<file path="config.mk">
export PLATFORM = sky130hd
export DESIGN_NAME = multicycle_controller_flat
export DESIGN_NICKNAME = d
export VERILOG_FILES = /design/src/rtl/multicycle_controller_if.sv /design/src/rtl/multicycle_controller.sv /design/src/flat_wrapper.sv
export SDC_FILE = /design/constraint.sdc
export NUM_CORES = 1
export LEC_CHECK = 0
export CAP_MARGIN = 0
export CORE_ASPECT_RATIO = 0.9
export CORE_UTILIZATION = 32
export CTS_CLUSTER_DIAMETER = 200
export DETAILED_ROUTE_END_ITERATION = 7
export PLACE_DENSITY_LB_ADDON = 0.1
export SETUP_SLACK_MARGIN = 0.1
export SKIP_CTS_REPAIR_TIMING = 1
export SYNTH_ARGS = -nofsm -noshare
export SYNTH_HDL_FRONTEND = slang
export SYNTH_SLANG_ARGS = --single-unit
</file>
<file path="constraint.sdc">
create_clock -name clk -period 2.4 [get_ports clk]
set_clock_uncertainty 0.15 [all_clocks]
set_input_delay 0.36 -clock clk [delete_from_list [all_inputs] [get_ports clk]]
set_output_delay 0.36 -clock clk [all_outputs]
set_load 0.1 [all_outputs]
</file>
<file path="src/rtl/multicycle_controller_if.sv">
// multicycle_controller_if: controller <-> datapath/memory control and status bundle
interface multicycle_controller_if #(parameter int ALU_OP_W = 3);
  logic [10:0]         opcode;
  logic [4:0]          cond;
  logic                alu_z;
  logic                alu_n;
  logic                alu_c;
  logic                alu_v;
  logic                imem_ack;
  logic                dmem_ack;
  logic                imem_req;
  logic                ir_we;
  logic                pc_we;
  logic [1:0]          pc_src;
  logic [ALU_OP_W-1:0] alu_op;
  logic                alu_src_imm;
  logic                flag_we;
  logic                dmem_req;
  logic                dmem_we;
  logic                dmem_word;
  logic                reg_we;
  logic                wb_sel;
  logic                retire;
  logic [2:0]          state;
  modport master (
    input  opcode, cond, alu_z, alu_n, alu_c, alu_v, imem_ack, dmem_ack,
    output imem_req, ir_we, pc_we, pc_src, alu_op, alu_src_imm, flag_we,
           dmem_req, dmem_we, dmem_word, reg_we, wb_sel, retire, state
  );
  modport slave (
    output opcode, cond, alu_z, alu_n, alu_c, alu_v, imem_ack, dmem_ack,
    input  imem_req, ir_we, pc_we, pc_src, alu_op, alu_src_imm, flag_we,
           dmem_req, dmem_we, dmem_word, reg_we, wb_sel, retire, state
  );
endinterface

</file>
<file path="src/rtl/multicycle_controller.sv">
// multicycle_controller: LEGv8 multicycle FETCH/DECODE/EXEC/MEM/WB sequencer with NZCV register
module multicycle_controller (
  input logic                     clk,
  input logic                     reset_n,
  multicycle_controller_if.master bus
);
  typedef enum logic [2:0] {FETCH = 3'd0, DECODE = 3'd1, EXEC = 3'd2, MEM = 3'd3, WB = 3'd4} state_t;
  state_t st, nx;
  logic [3:0] nzcv;
  logic is_add, is_sub, is_and, is_orr, is_eor, is_lsl, is_andi, is_subs;
  logic is_ld, is_st, is_word, is_b, is_bc, is_br, is_alu, is_mem, taken;
  logic [2:0] dec_op;
  assign is_add  = bus.opcode == 11'h458;
  assign is_sub  = bus.opcode == 11'h658;
  assign is_and  = bus.opcode == 11'h450;
  assign is_orr  = bus.opcode == 11'h550;
  assign is_eor  = bus.opcode == 11'h650;
  assign is_lsl  = bus.opcode == 11'h69B;
  assign is_andi = bus.opcode[10:1] == 10'b1001000100;
  assign is_subs = bus.opcode == 11'h758;
  assign is_ld   = bus.opcode == 11'h7C2 || bus.opcode == 11'h5C4;
  assign is_st   = bus.opcode == 11'h7C0 || bus.opcode == 11'h5C0;
  assign is_word = bus.opcode == 11'h5C4 || bus.opcode == 11'h5C0;
  assign is_b    = bus.opcode[10:5] == 6'b000101;
  assign is_bc   = bus.opcode[10:3] == 8'b01010100;
  assign is_br   = bus.opcode == 11'h6B0;
  assign is_alu  = is_add | is_sub | is_and | is_orr | is_eor | is_lsl | is_andi | is_subs;
  assign is_mem  = is_ld | is_st;
  // GT: Z clear and N equals V, judged on the last retired SUBS
  assign taken   = bus.cond == 5'h0C && !nzcv[2] && nzcv[3] == nzcv[0];
  assign dec_op  = (is_sub | is_subs) ? 3'd1 :
                   (is_and | is_andi) ? 3'd2 :
                   is_orr             ? 3'd3 :
                   is_eor             ? 3'd4 :
                   is_lsl             ? 3'd5 : 3'd0;
  assign bus.state = st;
  always_ff @(posedge clk or negedge reset_n) begin
    if (!reset_n) begin
      st   <= FETCH;
      nzcv <= 4'd0;
    end else begin
      st <= nx;
      if (bus.flag_we) nzcv <= {bus.alu_n, bus.alu_z, bus.alu_c, bus.alu_v};
    end
  end
  always_comb begin
    nx              = FETCH;
    bus.imem_req    = 1'b0;
    bus.ir_we       = 1'b0;
    bus.pc_we       = 1'b0;
    bus.pc_src      = 2'b00;
    bus.alu_op      = 3'd0;
    bus.alu_src_imm = 1'b0;
    bus.flag_we     = 1'b0;
    bus.dmem_req    = 1'b0;
    bus.dmem_we     = 1'b0;
    bus.dmem_word   = 1'b0;
    bus.reg_we      = 1'b0;
    bus.wb_sel      = 1'b0;
    bus.retire      = 1'b0;
    case (st)
      FETCH: begin
        bus.imem_req = 1'b1;
        bus.ir_we    = bus.imem_ack;
        nx           = bus.imem_ack ? DECODE : FETCH;
      end
      DECODE: nx = EXEC;
      EXEC: begin
        bus.alu_op      = dec_op;
        bus.alu_src_imm = is_andi | is_mem;
        bus.flag_we     = is_subs;
        bus.pc_we       = !(is_alu | is_mem);
        bus.retire      = !(is_alu | is_mem);
        bus.pc_src      = (is_b || (is_bc && taken)) ? 2'b01 : is_br ? 2'b10 : 2'b00;
        nx              = is_alu ? WB : is_mem ? MEM : FETCH;
      end
      MEM: begin
        bus.dmem_req  = 1'b1;
        bus.dmem_we   = is_st;
        bus.dmem_word = is_word;
        bus.pc_we     = bus.dmem_ack & is_st;
        bus.retire    = bus.dmem_ack & is_st;
        nx            = !bus.dmem_ack ? MEM : is_st ? FETCH : WB;
      end
      WB: begin
        bus.reg_we = 1'b1;
        bus.wb_sel = is_ld;
        bus.pc_we  = 1'b1;
        bus.retire = 1'b1;
      end
      default: nx = FETCH;
    endcase
    // outputs are held low for as long as reset is asserted
    if (!reset_n) begin
      nx              = FETCH;
      bus.imem_req    = 1'b0;
      bus.ir_we       = 1'b0;
      bus.pc_we       = 1'b0;
      bus.pc_src      = 2'b00;
      bus.alu_op      = 3'd0;
      bus.alu_src_imm = 1'b0;
      bus.flag_we     = 1'b0;
      bus.dmem_req    = 1'b0;
      bus.dmem_we     = 1'b0;
      bus.dmem_word   = 1'b0;
      bus.reg_we      = 1'b0;
      bus.wb_sel      = 1'b0;
      bus.retire      = 1'b0;
    end
  end
endmodule

</file>
<file path="src/flat_wrapper.sv">
// flat-port wrapper written by rule: the top's interface ports become plain ports
module multicycle_controller_flat 
  (clk, reset_n, bus_opcode, bus_cond, bus_alu_z, bus_alu_n, bus_alu_c, bus_alu_v, bus_imem_ack, bus_dmem_ack, bus_imem_req, bus_ir_we, bus_pc_we, bus_pc_src, bus_alu_op, bus_alu_src_imm, bus_flag_we, bus_dmem_req, bus_dmem_we, bus_dmem_word, bus_reg_we, bus_wb_sel, bus_retire, bus_state);
  multicycle_controller_if bus_i ();
  input logic clk;
  input logic reset_n;
  input wire logic [$bits(bus_i.opcode)-1:0] bus_opcode;
  input wire logic [$bits(bus_i.cond)-1:0] bus_cond;
  input wire logic [$bits(bus_i.alu_z)-1:0] bus_alu_z;
  input wire logic [$bits(bus_i.alu_n)-1:0] bus_alu_n;
  input wire logic [$bits(bus_i.alu_c)-1:0] bus_alu_c;
  input wire logic [$bits(bus_i.alu_v)-1:0] bus_alu_v;
  input wire logic [$bits(bus_i.imem_ack)-1:0] bus_imem_ack;
  input wire logic [$bits(bus_i.dmem_ack)-1:0] bus_dmem_ack;
  output wire logic [$bits(bus_i.imem_req)-1:0] bus_imem_req;
  output wire logic [$bits(bus_i.ir_we)-1:0] bus_ir_we;
  output wire logic [$bits(bus_i.pc_we)-1:0] bus_pc_we;
  output wire logic [$bits(bus_i.pc_src)-1:0] bus_pc_src;
  output wire logic [$bits(bus_i.alu_op)-1:0] bus_alu_op;
  output wire logic [$bits(bus_i.alu_src_imm)-1:0] bus_alu_src_imm;
  output wire logic [$bits(bus_i.flag_we)-1:0] bus_flag_we;
  output wire logic [$bits(bus_i.dmem_req)-1:0] bus_dmem_req;
  output wire logic [$bits(bus_i.dmem_we)-1:0] bus_dmem_we;
  output wire logic [$bits(bus_i.dmem_word)-1:0] bus_dmem_word;
  output wire logic [$bits(bus_i.reg_we)-1:0] bus_reg_we;
  output wire logic [$bits(bus_i.wb_sel)-1:0] bus_wb_sel;
  output wire logic [$bits(bus_i.retire)-1:0] bus_retire;
  output wire logic [$bits(bus_i.state)-1:0] bus_state;
  assign bus_i.opcode = bus_opcode;
  assign bus_i.cond = bus_cond;
  assign bus_i.alu_z = bus_alu_z;
  assign bus_i.alu_n = bus_alu_n;
  assign bus_i.alu_c = bus_alu_c;
  assign bus_i.alu_v = bus_alu_v;
  assign bus_i.imem_ack = bus_imem_ack;
  assign bus_i.dmem_ack = bus_dmem_ack;
  assign bus_imem_req = bus_i.imem_req;
  assign bus_ir_we = bus_i.ir_we;
  assign bus_pc_we = bus_i.pc_we;
  assign bus_pc_src = bus_i.pc_src;
  assign bus_alu_op = bus_i.alu_op;
  assign bus_alu_src_imm = bus_i.alu_src_imm;
  assign bus_flag_we = bus_i.flag_we;
  assign bus_dmem_req = bus_i.dmem_req;
  assign bus_dmem_we = bus_i.dmem_we;
  assign bus_dmem_word = bus_i.dmem_word;
  assign bus_reg_we = bus_i.reg_we;
  assign bus_wb_sel = bus_i.wb_sel;
  assign bus_retire = bus_i.retire;
  assign bus_state = bus_i.state;
  multicycle_controller u_core (.clk(clk), .reset_n(reset_n), .bus(bus_i));
endmodule
</file>
==> results_dict.tcl <==
set metrics [dict create \
    status "complete, but fails checks" \
    failed_checks "negative hold slack, negative setup slack" \
    grt_max_degree 10 \
    rsz0062_at_grt "yes" \
    setup_viol 5 \
    pwr-share-comb_pct 49.8 \
    areaGrowthSynthToFinish_pct 170 \
    synth_ff_type "dfrtp_1" \
    die_h_um 45.8 \
    grt_pass1_wl_mm 4.51 \
    antenna_found_initial 0 \
    cts_tree "yes" \
    grt_pass1_vias 1053 \
    die_w_um 50.7 \
    finalCritPeriodShare_pct 113 \
    ys_seq_area_share_pct 22.0 \
    drv_slew 0 \
    r2r_slack_ns 0.25 \
    tns_ns -0.937 \
    num_vias 1219 \
    cts_buffers 3 \
    power_uw 429 \
    p_switching_uw 163 \
    layout.area.seq_um2 161 \
    synthCells 87 \
    internal_power_uw 265 \
    period_minus_slack_ns 2.72 \
    whs_ns -0.0217 \
    cp_slowest_stage_delay_ns 0.57 \
    max_freq_mhz 367 \
    crit_required_ns 1.89 \
    gp_congestion 0.831 \
    postRouteAntennaNets 0 \
    grt_overflow 0 \
    path_class "in2out" \
    cp_cell_sequence "buf_6 -> or3b_4 -> or3_4 -> or4_4 -> a21oi_4 -> buf_12" \
    synth_top_family_by_area "simple AND/OR/NAND/NOR gates" \
    end_kind "output pin" \
    grt.total_usage_pct 26.2 \
    cpLargestDelayFamily "simple AND/OR/NAND/NOR gates" \
    use_met1_pct 29.5 \
    layout.nets 199 \
    switching_share_pct 38.1 \
    n_antenna_cell 0 \
    drt_iter0_drc 50 \
    drive_gt1_share_pct 60.3 \
    crit_slowest_cell "or4_4" \
    viasPerCell 6.13 \
    core_mm2 0.00197 \
    multi_input_area_um2 691 \
    seq_power_share_pct 25.2 \
    synthesis.area_um2 683 \
    clk_pin_slew_ns 0.06 \
    num-fill-cells 67 \
    busiest_layer "met2" \
    finalHoldViolations 3 \
    dr.pass1.iters 4 \
    power.density_mw_per_mm2 232 \
    drc 0 \
    wl_per_cell_um 20.7 \
    crit_fanout 3 \
    rr_startpoint "u_core.bus.state[2]" \
    met2_usage_pct 49.1 \
    io_pins 43 \
    max_slew_margin_pct 67.3 \
    yosys.area_share.adder_pct 0 \
    tightestPinTransition_ns 0.486 \
    dieArea_mm2 0.00232 \
    setup_slack_ns -0.324 \
    dp_slack_ns -0.579 \
    cts_max_level 1 \
    synthesis.nets 111 \
    num_rows 15 \
    drt-total-wl_mm 4.13 \
    dpl.hpwl_mm 2.37 \
    ys_ff_latch 6 \
    synth_edf_count 0 \
    synthXorXnorAreaFrac_pct 1.28 \
    drv_cap 0 \
    io_buffers 41 \
    cts_sinks 6 \
    synth.avg_cell_area_um2 7.85 \
    holdCritPathClass "in2async" \
    synth_simple_gate_area_share_pct 49.5 \
    p_clk_share_pct 25.0 \
    cp-start-kind "input pin" \
    async_flop_share_pct 100 \
    clkLatencyLatePin_ns 0.26 \
    cellLeakagePower_uw 0.000823 \
    worstPathArrival_ns 2.21 \
    yosysWarnings 0 \
    cts_root_buf "clkbuf_4" \
    ys_types 41 \
    muxShareOfSynthArea_pct 4.95 \
    vdd_drop_max_uv 292 \
    cp_num_buf_inv 2 \
    cts.path.max_buffers 2 \
    cp-startpoint "bus_opcode[8]" \
    grtUsageMet3_pct 4.67 \
    initial_utilization_pct 34.7 \
    synth_compound_area_share_pct 17.9 \
]
[final cells by class]
type,count,share of cell area [%]
clock buffer,4,1.42
inverter,5,1.22
timing repair buffer,85,49.5
sequential,6,8.75
tap,25,1.70
multi-input combinational,74,37.4
[placed cells by master (no fill, tap or decap), types with 2 or more instances in the layout]
| cell type | synthesis | routed |
|---|---|---|
| nor2_2 | 0 | 2 |
| dfrtp_1 | 6 | 3 |
| or3_4 | 1 | 3 |
| nor3_4 | 0 | 3 |
| nand2_1 | 4 | 3 |
| clkbuf_2 | 0 | 2 |
| nor3b_2 | 0 | 2 |
| dlymetal6s2s_1 | 0 | 8 |
| and3_1 | 2 | 2 |
| and2b_1 | 2 | 2 |
| nand4_1 | 5 | 5 |
| a21oi_4 | 0 | 2 |
| buf_12 | 0 | 16 |
| nor2_4 | 0 | 2 |
| buf_4 | 1 | 45 |
| mux2_2 | 3 | 3 |
| nand3_1 | 5 | 4 |
| clkbuf_4 | 0 | 3 |
| o21ai_0 | 2 | 2 |
| nand3b_1 | 2 | 2 |
| buf_6 | 0 | 3 |
| clkdlybuf4s50_1 | 0 | 11 |
| nor4b_1 | 4 | 2 |
| dfrtp_4 | 0 | 3 |
| a21oi_1 | 5 | 2 |
| inv_1 | 5 | 4 |
| nor2_1 | 7 | 3 |
[state kept, by name (all words and copies together), names as in the netlist]
signal,cells
u_core.bus.state,3
u_core.nzcv,3
[synth_stat cells (all sizes together) (2+ instances only)]
master / n / area [µm²]
a21oi: 5 / 25.0
and2: 2 / 13.8
and2b: 2 / 15.0
and3: 3 / 20.0
dfrtp: 6 / 150
inv: 5 / 18.8
mux2: 3 / 33.8
nand2: 4 / 15.0
nand3: 5 / 25.0
nand3b: 2 / 15.0
nand4: 5 / 31.3
nor2: 7 / 26.3
nor3: 4 / 20.0
nor3b: 3 / 22.5
nor4: 2 / 12.5
nor4b: 4 / 35.0
o21ai: 2 / 10.0
o31a: 2 / 18.8
or3: 3 / 26.3
[cells by family after synthesis]
logic type,count (synthesis)
AOI/OAI and AO/OA,17
DFF,6
buffers and inverters,7
muxes,3
xor gates and xnor gates,1
and+or+nand+nor,53
[power by group through the flow]
stage	Clock, µW	Combinational, µW	Sequential [µW]
final	107	213	108
after global routing	116	218	108
after CTS	103	191	110
after detailed placement	0	190	112
after global placement	0	186	111
after floorplan	0	65.5	124
[metrics by stage]
step	instance area [µm²]	cells	util, %
2_1_floorplan	847	87	-
3_3_place_gp	1700	188	86.0
3_5_place_dp	1700	188	86.0
4_1_cts	1720	192	87.4
5_1_grt	1840	199	93.6
6_report	1840	199	93.6
[worst paths after layout]
kind                       cells past startpoint                  end
hold reg to reg                                1       u_core.nzcv[2]
setup / recovery                               6      bus_alu_src_imm
setup reg to reg                               6       u_core.nzcv[0]
min in group clk                               1       u_core.nzcv[2]
max in group asynchronous                      2       u_core.nzcv[0]
hold / removal                                 2  u_core.bus.state[1]
[routing by layer]
layer / part of all wire, % / wire length [µm]
met1: 36 / 1470
met2: 48 / 1990
met3: 11 / 469
met4: 4.5 / 186
met5: 0 / 0
Power figures use the tool's default switching activity.
